<file path="config.mk">
export PLATFORM = sky130hd
export DESIGN_NAME = apb_reg_slave
export DESIGN_NICKNAME = d
export VERILOG_FILES = /design/src/rtl/apb_reg_slave.sv
export SDC_FILE = /design/constraint.sdc
export NUM_CORES = 1
export LEC_CHECK = 0
export CAP_MARGIN = 30
export CORE_MARGIN = 8
export CORE_UTILIZATION = 69
export DETAILED_ROUTE_END_ITERATION = 16
export DONT_BUFFER_PORTS = 1
export GPL_TIMING_DRIVEN = 1
export PLACE_DENSITY = 0.85
export SKIP_LAST_GASP = 1
export SLEW_MARGIN = 0
export SYNTH_ARGS = -nofsm -noshare
export SYNTH_HDL_FRONTEND = slang
export SYNTH_SLANG_ARGS = --single-unit
</file>
<file path="constraint.sdc">
create_clock -name pclk -period 6.1 [get_ports pclk]
set_clock_uncertainty 0.2 [all_clocks]
set_input_delay 1.22 -clock pclk [delete_from_list [all_inputs] [get_ports pclk]]
set_output_delay 1.22 -clock pclk [all_outputs]
set_load 0.005 [all_outputs]
</file>
<file path="src/rtl/apb_reg_slave.sv">
// APB4 slave exposing NUM_REGS memory-mapped registers at BASE_ADDR, with byte
// strobes, programmable wait states, per-register read-only mask and error response.
module apb_reg_slave #(
    parameter int unsigned                ADDR_W      = 32,
    parameter int unsigned                DATA_W      = 32,
    parameter int unsigned                NUM_REGS    = 8,
    parameter logic [ADDR_W-1:0]          BASE_ADDR   = ADDR_W'(32'h0000_A000),
    parameter int unsigned                WAIT_STATES = 0,
    parameter logic [NUM_REGS-1:0]        RO_MASK     = '0,
    parameter logic [DATA_W-1:0]          RESET_VAL   = '0
) (
    input  logic                          pclk,
    input  logic                          presetn,
    input  logic                          psel,
    input  logic                          penable,
    input  logic                          pwrite,
    input  logic [ADDR_W-1:0]             paddr,
    input  logic [DATA_W-1:0]             pwdata,
    input  logic [DATA_W/8-1:0]           pstrb,
    output logic [DATA_W-1:0]             prdata,
    output logic                          pready,
    output logic                          pslverr,
    output logic [NUM_REGS*DATA_W-1:0]    reg_out,
    output logic [NUM_REGS-1:0]           wr_pulse
);

    localparam int unsigned       BYTES      = DATA_W / 8;
    localparam int unsigned       LSB        = $clog2(BYTES);
    localparam int unsigned       IDX_W      = (NUM_REGS > 1) ? $clog2(NUM_REGS) : 1;
    localparam logic [ADDR_W-1:0] SPAN       = ADDR_W'(NUM_REGS * BYTES);
    localparam logic [ADDR_W-1:0] ALIGN_MASK = ADDR_W'(BYTES - 1);
    localparam logic [3:0]        WS_INIT    = 4'(WAIT_STATES);

    typedef enum logic {
        IDLE,
        ACCESS
    } state_t;

    state_t             state;
    logic [3:0]         wait_cnt;
    logic               acc_write;
    logic               acc_hit;
    logic               acc_ro;
    logic [IDX_W-1:0]   acc_idx;
    logic [DATA_W-1:0]  regs [NUM_REGS];

    logic [ADDR_W-1:0]  off;
    logic               dec_hit;
    logic [IDX_W-1:0]   dec_idx;
    logic               complete;
    logic               xfer_err;

    // Index is forced to 0 on a miss so every array/mask lookup stays in range.
    always_comb begin
        off     = paddr - BASE_ADDR;
        dec_hit = (paddr >= BASE_ADDR) && (off < SPAN) && ((off & ALIGN_MASK) == '0);
        dec_idx = dec_hit ? IDX_W'(off >> LSB) : '0;
    end

    assign complete = (state == ACCESS) && psel && penable && (wait_cnt == '0);
    assign xfer_err = !acc_hit || (acc_write && acc_ro);

    assign pready  = complete;
    assign pslverr = complete && xfer_err;
    assign prdata  = (complete && !xfer_err && !acc_write) ? regs[acc_idx] : '0;

    for (genvar i = 0; i < NUM_REGS; i++) begin : g_reg_out
        assign reg_out[i*DATA_W +: DATA_W] = regs[i];
    end

    always_ff @(posedge pclk) begin
        if (!presetn) begin
            state     <= IDLE;
            wait_cnt  <= '0;
            acc_write <= 1'b0;
            acc_hit   <= 1'b0;
            acc_ro    <= 1'b0;
            acc_idx   <= '0;
            wr_pulse  <= '0;
            for (int unsigned i = 0; i < NUM_REGS; i++) begin
                regs[i] <= RESET_VAL;
            end
        end else begin
            wr_pulse <= '0;
            case (state)
                IDLE: begin
                    if (psel && !penable) begin
                        state     <= ACCESS;
                        wait_cnt  <= WS_INIT;
                        acc_write <= pwrite;
                        acc_hit   <= dec_hit;
                        acc_ro    <= dec_hit && RO_MASK[dec_idx];
                        acc_idx   <= dec_idx;
                    end
                end
                ACCESS: begin
                    if (!psel) begin
                        state <= IDLE;
                    end else if (penable) begin
                        if (wait_cnt != '0) begin
                            wait_cnt <= wait_cnt - 4'd1;
                        end else begin
                            state <= IDLE;
                            // Write data and strobes are taken at the completing edge.
                            if (acc_write && !xfer_err) begin
                                for (int unsigned b = 0; b < BYTES; b++) begin
                                    if (pstrb[b]) begin
                                        regs[acc_idx][8*b +: 8] <= pwdata[8*b +: 8];
                                    end
                                end
                                wr_pulse[acc_idx] <= 1'b1;
                            end
                        end
                    end
                end
                default: state <= IDLE;
            endcase
        end
    end

endmodule

</file>
==> results by group <==
Job
  • Max Cap Viol: 0

Synthesis
  • Post-Syn Area: approximately 13000 um^2
  • Post-Synthesis Cells: between 800 and 900
  • Synth cell count leaders: and2_1, edfxtp_1, nor2_1, mux4_2, o21ai_0
  • Post-synthesis sequential area ratio: a little over three fifths
  • Syn Area/Cell: around 15 um^2
  • Top post-synthesis cells by area: edfxtp_1, and2_1, mux4_2, dfxtp_1, mux2i_1
  • Cell taking the most area after synthesis: edfxtp_1
  • Synth top area share: 59.8%
  • EDFF count, synth: 256
  • Most numerous cell in the Yosys netlist: and2_1
  • Yosys reg bits: between 200 and 300
  • Synth unique cells: between 40 and 50
  • Async SR Flop Fraction: 0%
  • Synth Flop Type: edfxtp_1
  • Post-synth net total: approximately 960
  • Synth warn: 0

STA
  • Worst slew margin: a little over a quarter
  • Highest Clock Rate: 0.239 GHz
  • Tcrit/Tclk final: around two thirds
  • Tightest Pin Transition: approximately 1.1 ns
  • Final Setup Violations: 0
  • Final Hold Fails: 0
  • PnR worst setup slack: 1.92 ns
  • Setup TNS: 0 ns
  • RSZ-0062 raised after global routing: false
  • Hold Slack: 0.296 ns
  • Fin. max-slew vios: 0
  • Fin crit period: around 4.2 ns

Clock network
  • Skew-Pair Late Insertion Delay: approximately 0.53 ns
  • Worst-path clk slew: ~0.06 ns
  • Clock sinks: roughly 280
  • Root buffer cell: clkbuf_16
  • Bufs on Longest Clock Path: 3
  • H-tree depth: 1
  • CTS tree: yes
  • # resized after CTS: 0
  • Post-CTS Hold Buffers: 0
  • Post-CTS Setup Bufs: 0
  • CTS buffer count: 27

Global route
  • Total gr overflow: 0
  • GR Util All Layers: a little under a third
  • Initial antenna violation count: 0
  • Largest net degree at the start of global routing: a little under 50
  • Vias in the first global route: 7986
  • First-pass GRT wire length: approximately 54000 um

Layout
  • Area grow syn2layout: 9.31%
  • Fillers: around 1100
  • Layout Nets: 981
  • Share of layout cells above drive strength 1: 16.2%
  • Layout Cells excl Fill: 1158
  • Post-route cell area: ~14000 um^2
  • Diode count: 0

Drt
  • ANT nets after route: 0
  • # DRC: 0
  • WL met2: around 19000 um
  • Drt pass-1 iters: 5
  • Drt wl/cell: between 30 and 40 um
  • Starting DRT DRC Count: roughly 920
  • Vias per cell: roughly 7
  • Total number of vias: a little over 8000
  • Drt total wl: about 37000 um
  • WL met1: 11800 um
  • Top Metal Used: met4
  • Met3 WL: between 4000 and 5000 um

Min path
  • Hold WC Path Type: reg -> reg
  • Min-delay src: acc_hit

Pwr
  • Pwr dens: between 200 and 300 nW/um^2
  • Worst-case vdd ir drop: about 0.23 mV
  • Leakage power: 0.00465 uW

Worst setup path
  • Largest stage delay, worst path: about 0.88 ns
  • Critical path's top delay family: flip-flops
  • Critical-path maximum fanout: 33
  • Reg2reg start: wait_cnt[0]
  • Crit path buf inv count: 1
  • CP max-delay cell: dfxtp_2
  • CP Data Arrival Time: around 2.8 ns
  • CP Launch Type: flip-flop
  • Critical path endpoint category: output pin
  • Worst Path Required: 4.68 ns
  • Cells along the critical path: buf_4, mux4_2, mux2i_1, nor2_1
  • Setup CP Type: reg -> out

Place
  • Post-Place Setup Slack: roughly 2.2 ns
  • Port bufs: 0
  • DP Area: approximately 13000 um^2
  • Detailed placement HPWL: roughly 27000 um
  • Routability congestion estimate: ~0.87
  • Post-Place Cells: 1097

Die
  • Core box area: 18500 um^2
  • # IOs: between 300 and 400
  • Die area: approximately 23000 um^2
  • Num rows: 50
  • Chip Width: ~150 um
  • Die Height: between 150 and 200 um
  • Initial Util: 69.4%

Outcome
  • Status: finished, final reports clean
worst reg2reg max path: stages (launching register included):
cell     delay (ns)
dfxtp_1        0.34
inv_1          0.07
ha_1           0.15
nor3b_2        0.26
and4_2         0.34
and4_2         0.34
nand2_1        0.43
o21ai_0        0.97
registers in the layout, indices dropped and copies added, names as in the netlist, named ones only:
| register | cells |
|---|---|
| regs | 256 |
| wr_pulse | 8 |
| wait_cnt | 4 |
| acc_idx | 3 |
| acc_hit | 1 |
| acc_write | 1 |
| state | 1 |
power breakdown:
group	leakage (uW)	internal [uW]	total, uW	switching, uW
registers	0.00263	2160	2260	96.9
logic	0.00162	49.2	111	61.3
clock network	0.000409	937	1620	685
final timing paths:
| kind | end | slack [ns] | depth (start not counted) |
|---|---|---|---|
| max | prdata[23] | 1.92 | 4 |
| min | acc_hit | 0.30 | 2 |
| max reg2reg | regs[4][6] | 2.63 | 7 |
| min reg2reg | acc_hit | 0.30 | 2 |
metrics by stage:
step	util, %	power [uW]
finish	75.9	3990
global route	75.9	4070
global placement	70.5	2390
CTS	75.3	3980
detailed placement	70.8	2400
floorplan	-	2320
layout make-up:
class                           instances  area (um^2)  share of cell area, %
Tap cell                              234          293                   2.08
Timing Repair Buffer                   30          233                   1.66
Inverter                               10         37.5                  0.267
Clock inverter                         14          149                   1.06
Multi-Input combinational cell        560         4520                   32.2
Sequential cell                       277         8110                   57.8
Clock buffer                           33          698                   4.97
logic make-up (layout without fill, tap and decap cells):
kind of cell,after synthesis,count (layout),share of synthesized area [%]
multiplexers,99,99,13.9
adder cells (fa/ha/maj),2,2,0.195
AO/OA/AOI/OAI,55,55,2.47
buffers and inverters,46,87,1.71
flip-flops,277,277,63.1
AND/OR/NAND/NOR,401,401,18.4
XOR/XNOR,3,3,0.205
cell usage in the layout, fill, tap and decap left out, types with 2 or more instances in the layout:
master	synthesis	routed
clkbuf_1	20	6
edfxtp_1	256	256
and4_2	2	2
o2111ai_1	2	2
o21ai_0	38	38
nand3_1	6	6
clkbuf_2	0	2
mux4_2	64	64
or3_1	2	2
dfxtp_1	21	18
bufinv_16	0	3
xnor2_1	2	2
nand4_1	2	2
nor4_1	5	5
buf_16	0	2
dfxtp_2	0	2
and2_1	257	257
clkbuf_16	0	27
nor2_4	8	8
nor3_1	6	6
a22oi_1	2	2
clkbuf_4	0	2
clkinv_2	0	4
buf_2	8	11
nor2b_1	7	7
nor2_1	74	74
clkinv_1	0	4
mux2i_1	35	35
clkinvlp_4	0	2
buf_4	0	13
nand2_1	16	16
a21oi_1	3	3
nand3b_1	4	4
or3b_2	2	2
ha_1	2	2
inv_1	10	10
metal layers:
| layer | global-route usage (%) | vias to the layer above |
|---|---|---|
| met3 | 10.6 | 110 |
| met1 | 34.1 | 4113 |
| met2 | 55.1 | 658 |
| met5 | 0 | - |
| li1 | - | 3300 |
| met4 | 9.61 | 0 |
No activity file was read; power rests on OpenSTA's default activity.
